==> config.mk <==
export PLATFORM = sky130hd
export DESIGN_NAME = div_unit
export DESIGN_NICKNAME = d
export VERILOG_FILES = /design/src/rtl/div_unit.sv
export SDC_FILE = /design/constraint.sdc
export NUM_CORES = 1
export LEC_CHECK = 0
export BUFFER_PORTS_ARGS = -buffer_cell sky130_fd_sc_hd__buf_2
export CAP_MARGIN = 0
export CORE_MARGIN = 2
export CORE_UTILIZATION = 30
export CTS_CLUSTER_SIZE = 24
export DETAILED_ROUTE_END_ITERATION = 12
export HOLD_SLACK_MARGIN = 0.03
export PLACE_DENSITY = 0.48
export SYNTH_ARGS = -nofsm -noshare
export SYNTH_HDL_FRONTEND = slang
export SYNTH_SLANG_ARGS = --single-unit
==> constraint.sdc <==
create_clock -name clk -period 6.48 [get_ports clk]
set_input_delay 0.972 -clock clk [delete_from_list [all_inputs] [get_ports clk]]
set_output_delay 0.972 -clock clk [all_outputs]
set_load 0.02 [all_outputs]
==> src/rtl/div_unit.sv <==
// Multi-cycle RV32M divider (DIV/DIVU/REM/REMU) for the EX stage.
// Radix-2 restoring division; drives the controller's pause/unpause.
module div_unit #(
  parameter int XLEN = 32,
  parameter int ITER = 32
) (
  input  logic            clk,
  input  logic            rst,
  input  logic            start,
  input  logic [1:0]      op,
  input  logic [XLEN-1:0] dividend,
  input  logic [XLEN-1:0] divisor,
  input  logic [4:0]      rd_in,
  input  logic            flush,
  output logic            pause_signal,
  output logic            unpause_signal,
  output logic            busy,
  output logic [XLEN-1:0] result,
  output logic            result_valid,
  output logic [4:0]      result_rd
);

  localparam int CW = $clog2(ITER);

  typedef enum logic [1:0] {
    IDLE,
    CALC,
    DONE
  } state_t;

  state_t state, nstate;

  logic [CW-1:0]   cnt;
  logic [XLEN-1:0] quo;
  logic [XLEN-1:0] den;
  logic [XLEN:0]   rem;
  logic            qsign;
  logic            rsign;
  logic            rem_sel;
  logic [4:0]      rd_q;

  logic            sgn;
  logic            a_neg;
  logic            b_neg;
  logic [XLEN-1:0] a_abs;
  logic [XLEN-1:0] b_abs;
  logic            div_zero;
  logic            ovf;
  logic            special;
  logic [XLEN-1:0] spec_res;
  logic            start_ok;
  logic            last;

  logic [XLEN:0]   rem_sh;
  logic [XLEN:0]   diff;
  logic            qbit;
  logic [XLEN:0]   rem_nx;
  logic [XLEN-1:0] quo_nx;
  logic [XLEN-1:0] q_fix;
  logic [XLEN-1:0] r_fix;
  logic [XLEN-1:0] fin;

  assign sgn      = ~op[0];
  assign a_neg    = sgn & dividend[XLEN-1];
  assign b_neg    = sgn & divisor[XLEN-1];
  assign a_abs    = a_neg ? -dividend : dividend;
  assign b_abs    = b_neg ? -divisor : divisor;
  assign div_zero = (divisor == '0);
  assign ovf      = sgn
                  & (dividend == {1'b1, {(XLEN-1){1'b0}}})
                  & (divisor == '1);
  assign special  = div_zero | ovf;
  assign start_ok = (state == IDLE) & start & ~flush;
  assign last     = (cnt == CW'(ITER - 1));

  // Overflow: quotient is INT_MIN, remainder 0.
  always_comb begin
    spec_res = '0;
    unique case (1'b1)
      op[1] & div_zero:  spec_res = dividend;
      op[1] & ~div_zero: spec_res = '0;
      ~op[1] & div_zero: spec_res = '1;
      default:           spec_res = {1'b1, {(XLEN-1){1'b0}}};
    endcase
  end

  assign rem_sh = {rem[XLEN-1:0], quo[XLEN-1]};
  assign diff   = rem_sh - {1'b0, den};
  assign qbit   = ~diff[XLEN];
  assign rem_nx = qbit ? diff : rem_sh;
  assign quo_nx = {quo[XLEN-2:0], qbit};
  assign q_fix  = qsign ? -quo_nx : quo_nx;
  assign r_fix  = rsign ? -rem_nx[XLEN-1:0] : rem_nx[XLEN-1:0];
  assign fin    = rem_sel ? r_fix : q_fix;

  always_ff @(posedge clk) begin
    if (rst) begin
      state     <= IDLE;
      cnt       <= '0;
      quo       <= '0;
      den       <= '0;
      rem       <= '0;
      qsign     <= 1'b0;
      rsign     <= 1'b0;
      rem_sel   <= 1'b0;
      rd_q      <= '0;
      result    <= '0;
      result_rd <= '0;
    end else begin
      state <= nstate;
      if (start_ok) begin
        rem_sel <= op[1];
        rd_q    <= rd_in;
        quo     <= a_abs;
        den     <= b_abs;
        rem     <= '0;
        cnt     <= '0;
        qsign   <= a_neg ^ b_neg;
        rsign   <= a_neg;
        if (special) begin
          result    <= spec_res;
          result_rd <= rd_in;
        end
      end else if (state == CALC && !flush) begin
        quo <= quo_nx;
        rem <= rem_nx;
        cnt <= cnt + 1'b1;
        if (last) begin
          result    <= fin;
          result_rd <= rd_q;
        end
      end
    end
  end

  always_comb begin
    nstate = state;
    unique case (state)
      IDLE: if (start_ok) nstate = special ? DONE : CALC;
      CALC: begin
        if (flush)     nstate = IDLE;
        else if (last) nstate = DONE;
      end
      DONE:    nstate = IDLE;
      default: nstate = IDLE;
    endcase
  end

  // A flush while busy must still release the controller.
  always_comb begin
    busy           = (state != IDLE);
    unpause_signal = (state == DONE) | (flush & (state != IDLE));
    result_valid   = (state == DONE) & ~flush;
    pause_signal   = (start_ok | (state == CALC)) & ~unpause_signal;
  end

endmodule

[Word-level counts from Yosys, hierarchy flattened]
Index checks and enable logic that the tools add are counted.
Operators by class
  mux-type cells: 22
  bitwise operators: 22
  $mul: 0
  $lt $le $gt $ge: 0
  reductions and logical operators: 10
  shift operators: 0
  divide/modulo/power cells: 0
  eq/ne operators: 8
  add/subtract/negate cells: 6
Operators with widths (number)
  $mux 32: 12
  $neg 32->32: 4
  $pmux 32 s3: 1
  $eq 32x32->1 const B: 2
  $sub 33x32->33: 1
  $logic_not 32->1: 1
  $mux 5: 4
  $and 1x1->1: 12
  $mux 2: 4
  $not 1->1: 6
  $reduce_bool 2->1: 3
  $add 5x1->5 const B: 1
  $eq 5x5->1 const B: 1
  $ne 2x2->1 const B: 2
  $pmux 2 s2: 1
  $ne 3x3->1 const B: 1
  $or 1x1->1: 3
  $reduce_and 3->1: 1
  $eq 2x1->1 const B: 1
  $eq 2x2->1 const B: 1
  $logic_not 2->1: 1
  $reduce_and 2->1: 1
  $reduce_or 2->1: 1
  $logic_and 1x1->1: 1
  other kinds (2): 2
Word-level totals
  logic and storage cells: 79
  memories: 0
  bits in writable memories: 0
  register bits: 148
  latch bits: 0
  bits in read-only memories: 0
  input bits: 75
  output and inout bits: 41

[Longest topological paths before layout]
  word-level depth: 8
  mapped depth: 24
  mapped depth without buffers: 21

[Worst setup path after synthesis]
No wires, ideal clock.
  path type: register to register
  from: register quo[31]
  to: register result[20]
  data required time: 6.401 ns
  cell stages (with the launch flop): 25
  data arrival time: 4.638 ns
  setup slack: 1.763 ns
  period minus slack after synthesis: 4.717 ns
  setup time: 0.079 ns
  path buffers: 3
  cell sequence: dfxtp_1 -> inv_1 -> ha_1 -> fa_1 -> and2b_1 -> o31ai_2 -> a21oi_4 -> nand3_1 -> a21oi_1 -> a211oi_4 -> inv_2 -> buf_6 -> buf_2 -> buf_1 -> nor2_1 -> a21oi_1 -> ha_1 -> nand2_1 -> nor4_1 -> mux2i_1 -> or2_2 -> o41ai_2 -> xor2_1 -> a21oi_1 -> a211oi_2
On the way
  word-level cells in the longest chain between the ends: 8
  elaborated cells on any way between the ends: 11
  classes of those cells: add/sub: 3; mux: 7; bitwise: 1
RTL lines
  start: declaration: line 34  | logic [XLEN-1:0] quo;
  start signal: assignment: line 114  | quo <= a_abs;
  start signal: assignment: line 125  | quo <= quo_nx;
  $sub 33x32->33: line 88  | assign diff = rem_sh - {1'b0, den};
  $mux 32 / $not 1->1 (equally long branches): line 90, 89
  $neg 32->32 (on tied branches): line 93, 92
  $mux 32 (on tied branches): line 93, 92
  $mux 32 *: line 94  | assign fin = rem_sel ? r_fix : q_fix;
  $mux 32 *: line 128  | if (last) begin
  $mux 32 *: line 124  | end else if (state == CALC && !flush) begin
  $mux 32 *: line 111  | if (start_ok) begin
  end signal: assignment: line 121  | result <= spec_res;
  end signal: assignment: line 129  | result <= fin;
  end: declaration: line 18  | output logic [XLEN-1:0] result,
Mark *: on every way between the ends. The rest lies on a longest branch, timed or not. The select of a mux whose other input is x is not followed.
A chain may end at the register's enable or synchronous reset.

[Final worst setup path]
Same ends and word-level chain as after synthesis.

==> tab_implementation.tex <==
\begin{tabular}{lr}
\hline
Metric & Value \\
\hline
\multicolumn{2}{l}{\textbf{Yosys}} \\
Number of different library cells in the post-synthesis netlist & 80 \\
Most used flip-flop cell after synthesis & sky130\_fd\_sc\_hd\_\_dfxtp\_1 \\
Number of synthesized flops with an enable pin & 0 \\
Syn\_nets & 1655 \\
Simple-Gate Fraction of Synth Area & between 20\% and 30\% \\
Fraction of the mapped netlist area in compound gates & 27.9\% \\
Number of instances in the synthesized netlist & 1540 \\
Share of flip-flops with an asynchronous set or reset after synthesis & 0\% \\
Synthesis-stage register bit count & 148 \\
Post-synth design cell area & between 10000 and 15000 um\^{}2 \\
Portion of netlist area occupied by mux cells & 3.36\% \\
Xor and xnor fraction of the mapped netlist area & 10.4\% \\
Dominant combinational cell family by area after synthesis & compound AO/OA/AOI/OAI gates \\
Portion of the post-synthesis area used by sequential elements & 25.9\% \\
Synthesis Warnings & 0 \\
Post-Synthesis Mean Instance Area & 7.42 um\^{}2 \\
Post-Synth Adder-Cell Area & 4.44\% \\
\multicolumn{2}{l}{\textbf{Placed design}} \\
Post-DP HPWL & 31.8 mm \\
Number of buffers inserted by port buffering & 115 \\
Placer Congestion & 0.864 \\
Placement Cell Area & 12400 um\^{}2 \\
\multicolumn{2}{l}{\textbf{Global route}} \\
Antenna violations before repair & 1 \\
Met2 usage in global routing & 35.4\% \\
Fraction of met1 tracks used by global routing & 28.4\% \\
Overall overflow remaining after global route & 0 \\
Global-route wire length before repair & 65.2 mm \\
Maximum number of pins on one net before global-route repair & 90 \\
Vias in the first global route & 11037 \\
Total routing usage reported by global routing & 21.3\% \\
Met3 demand-to-capacity share in global routing & 2.95\% \\
Busiest grt layer & met2 \\
\multicolumn{2}{l}{\textbf{STA}} \\
Fmax & 193 MHz \\
Hold WS & 0.459 ns \\
Clock period minus worst slack & 5.17 ns \\
Sum of negative setup slack & 0 ns \\
Max-slew headroom & 28.1\% \\
Setup repair after global routing missed its margin & false \\
Final Hold Fails & 0 \\
Share of the clock period used by the worst path & 79.8\% \\
Endpoints failing setup & 0 \\
Max Transition Viols Final & 0 \\
Measured slew at the worst slew-check pin & 1.07 ns \\
Setup clock skew after layout & 0.0122 ns \\
\multicolumn{2}{l}{\textbf{Finish}} \\
Fraction of layout instances using a drive strength above 1 & 11.8\% \\
Leading cell type in the layout, fill and taps excluded & sky130\_fd\_sc\_hd\_\_nor2\_1 \\
Diode count & 0 \\
Post-route cell area & 13000 um\^{}2 \\
Number of filler cells placed in the layout & a little over 4000 \\
Sequential standard cell area & roughly 3000 um\^{}2 \\
Leading cell types in the layout, fill and taps excluded & 222 x sky130\_fd\_sc\_hd\_\_nor2\_1, 148 x sky130\_fd\_sc\_hd\_\_dfxtp\_1, 114 x sky130\_fd\_sc\_hd\_\_buf\_2 \\
Syn-to-layout area delta & 13.4\% \\
Area of the multi-input gates & $\sim$7800 um\^{}2 \\
Final core area utilization & 34.5\% \\
\# nets final & 1703 \\
\multicolumn{2}{l}{\textbf{Floorplan}} \\
Full die area & 39700 um\^{}2 \\
DIE WIDTH & 199 um \\
I/O pin count & 116 \\
Area of the core & 37600 um\^{}2 \\
Initial cell density of the core & around 30\% \\
Number of rows in the core area & 71 \\
Floorplan die height & 199 um \\
\multicolumn{2}{l}{\textbf{Setup path}} \\
Required time worst endpoint & between 6 and 7 ns \\
Cell with the biggest individual delay on the critical path & sky130\_fd\_sc\_hd\_\_fa\_1 \\
Data arrival time of the worst path & 5.53 ns \\
Crit path capture type & register \\
Chain of cells forming the critical path & inv\_1 > ha\_1 > fa\_1 > and2b\_1 > o31ai\_2 > a21oi\_4 > nand3\_1 > a21oi\_1 > a211oi\_4 > inv\_2 > nor2\_1 > a21oi\_1 > ha\_1 > nand2\_1 > nor4\_1 > mux2i\_1 > or2\_2 > o41ai\_2 > xor2\_1 > a21oi\_1 > a211oi\_2 \\
Reg-to-reg slack, setup & 1.31 ns \\
Buffers plus inverters on the worst setup path & 2 \\
CP Class & reg2reg \\
Beginning of the worst register-to-register path & quo[31]\$\_SDFFE\_PP0P\_ \\
Startpoint kind of the worst setup timing path & register \\
Reg2reg path depth & 21 \\
Largest fanout on the critical path & 27 \\
Worst path most repeated cell & sky130\_fd\_sc\_hd\_\_a21oi\_1 \\
Capture point of the worst reg-to-reg path & result[20]\$\_SDFFE\_PP0P\_ \\
Crit path largest cell delay & about 0.40 ns \\
Family of cells with the greatest summed delay on the critical path & compound AO/OA/AOI/OAI gates \\
\multicolumn{2}{l}{\textbf{Detailed routing}} \\
Number of optimization iterations in the first detailed-route pass & 5 \\
Final routed DRC violation total & 0 \\
Residual antenna-violating net count after detailed routing & 0 \\
DRT iter0 DRCs & 1117 \\
Via density per instance & 5.55 \\
Routed via count & between 10000 and 15000 \\
Mean routed wirelength per cell & 19.9 um \\
Aggregate routed wire length & approximately 42 mm \\
\multicolumn{2}{l}{\textbf{Power}} \\
Power per standard cell area & 234 nW/um\^{}2 \\
Fraction of power spent switching nets & between 30\% and 40\% \\
Total Power Consumption & just over 0.003 W \\
Net switching power & 0.00116 W \\
Clock power frac & between 30\% and 40\% \\
Part of the total power dissipated in combinational logic & 32.8\% \\
Static leakage power & 4.92 nW \\
Pint & 0.00187 W \\
Peak ir drop on the vdd network & 0.152 mV \\
Sequential share of power & 32.3\% \\
\multicolumn{2}{l}{\textbf{CTS}} \\
CTS tree & done \\
CTS Buf Count & 17 \\
CTS H-tree depth & 4 \\
Number of instances resized during post-cts repair & 0 \\
CTS max path bufs & 2 \\
Clock tree root driver cell & sky130\_fd\_sc\_hd\_\_clkbuf\_16 \\
TritonCTS Sinks & between 100 and 150 \\
Setup repair bufs after CTS & 0 \\
Clock-pin slew reported for the worst setup and hold paths after clock tree synthesis & $\sim$0.070 ns \\
CTS hold repair buffers & 0 \\
Insertion delay of the later-clocked pin in the worst-skew pair & 0.45 ns \\
\multicolumn{2}{l}{\textbf{Worst hold path}} \\
Launch point of the worst hold path & den[31]\$\_SDFFE\_PP0P\_ \\
Path class of the lowest-slack min-delay path & reg2reg \\
Depth of the worst hold-timing path & 2 \\
Worst hold path endpoint & den[31]\$\_SDFFE\_PP0P\_ \\
\multicolumn{2}{l}{\textbf{Flow run}} \\
Max-Cap Viols & 0 \\
\multicolumn{2}{l}{\textbf{Run status}} \\
Run status & finished clean \\
\hline
\end{tabular}
==> worst register-to-register path, stage by stage, from the launching register on <==
cell and delay [ns]:
sky130_fd_sc_hd__dfxtp_1 0.35, sky130_fd_sc_hd__inv_1 0.07, sky130_fd_sc_hd__ha_1 0.22, sky130_fd_sc_hd__fa_1 0.40
sky130_fd_sc_hd__and2b_1 0.27, sky130_fd_sc_hd__o31ai_2 0.10, sky130_fd_sc_hd__a21oi_4 0.22, sky130_fd_sc_hd__nand3_1 0.18
sky130_fd_sc_hd__a21oi_1 0.37, sky130_fd_sc_hd__a211oi_4 0.08, sky130_fd_sc_hd__inv_2 0.40, sky130_fd_sc_hd__nor2_1 0.09
sky130_fd_sc_hd__a21oi_1 0.24, sky130_fd_sc_hd__ha_1 0.27, sky130_fd_sc_hd__nand2_1 0.11, sky130_fd_sc_hd__nor4_1 0.18
sky130_fd_sc_hd__mux2i_1 0.23, sky130_fd_sc_hd__or2_2 0.39, sky130_fd_sc_hd__o41ai_2 0.36, sky130_fd_sc_hd__xor2_1 0.20
sky130_fd_sc_hd__a21oi_1 0.10, sky130_fd_sc_hd__a211oi_2 0.25
==> state kept, by name, indices dropped and copies added (netlist names) <==
signal     flops
rsign          1
den           32
rem           32
rem_sel        1
qsign          1
quo           32
result        32
rd_q           5
cnt            5
result_rd      5
state          2
==> per-stage QoR <==
| step | cells | setup WS, ns |
|---|---|---|
| after floorplan | 1540 | 1.76 |
| after global placement | 2080 | 1.60 |
| after detailed placement | 2080 | 1.46 |
| after CTS | 2112 | 1.37 |
| after global routing | 2112 | 1.01 |
| final | 2112 | 1.31 |
==> layer usage <==
layer	part of all wire (%)	wire length [um]
met1	46	19300
met2	47	19900
met3	4.9	2070
met4	2.2	937
met5	0.021	9
==> worst max path at each step <==
| stage | start | depth (start not counted) | endpoint | slack [ns] |
|---|---|---|---|---|
| global placement | quo[31]$_SDFFE_PP0P_ | 21 | result[20]$_SDFFE_PP0P_ | 1.60 |
| floorplan | quo[31]$_SDFFE_PP0P_ | 24 | result[20]$_SDFFE_PP0P_ | 1.76 |
| global route | quo[31]$_SDFFE_PP0P_ | 21 | result[20]$_SDFFE_PP0P_ | 1.01 |
| CTS | quo[31]$_SDFFE_PP0P_ | 21 | result[20]$_SDFFE_PP0P_ | 1.37 |
| detailed placement | quo[31]$_SDFFE_PP0P_ | 21 | result[20]$_SDFFE_PP0P_ | 1.46 |
| finish | quo[31]$_SDFFE_PP0P_ | 21 | result[20]$_SDFFE_PP0P_ | 1.31 |
==> cell type report <==
type	count	share of cell area, %
well taps	511	4.93
clock inverters	14	1.28
inverters	60	1.74
flip-flops and latches	148	22.9
repair buffers	134	5.56
clock buffers	18	3.39
multi-input cells	1227	60.3
==> logic make-up after synthesis <==
kind of cell               after synthesis
AOI/OAI and AO/OA                      470
DFF                                    148
xor gates and xnor gates               136
muxes                                   38
buffers and inverters                  165
and+or+nand+nor                        543
adders and majority gates               40
==> power groups by stage <==
stage / combinational (W) / clock (W) / sequential, W
floorplan: 0.000699 / 0 / 0.000987
global placement: 0.000972 / 0 / 0.000999
detailed placement: 0.000971 / 0 / 0.000999
CTS: 0.000978 / 0.00108 / 0.000978
global route: 0.00108 / 0.00112 / 0.000984
finish: 0.000992 / 0.00106 / 0.000979
==> synth_stat cells (all sizes together), types with 14 or more instances <==
library cell,count,area [um^2]
o211ai,20,150
o21ai,101,505
xor2,68,596
dfxtp,148,2960
inv,60,225
a222oi,30,300
a211oi,71,551
ha,39,488
mux2i,35,350
nor2,222,833
o41ai,15,154
buf,34,178
a21o,16,120
nand4,31,194
nand2,111,419
a21oi,110,562
a31oi,14,87.6
nor3,54,275
clkbuf,71,267
xnor2,68,596
nor4,27,190
nand3,24,120
o31ai,22,170
Power figures use the tool's default switching activity.
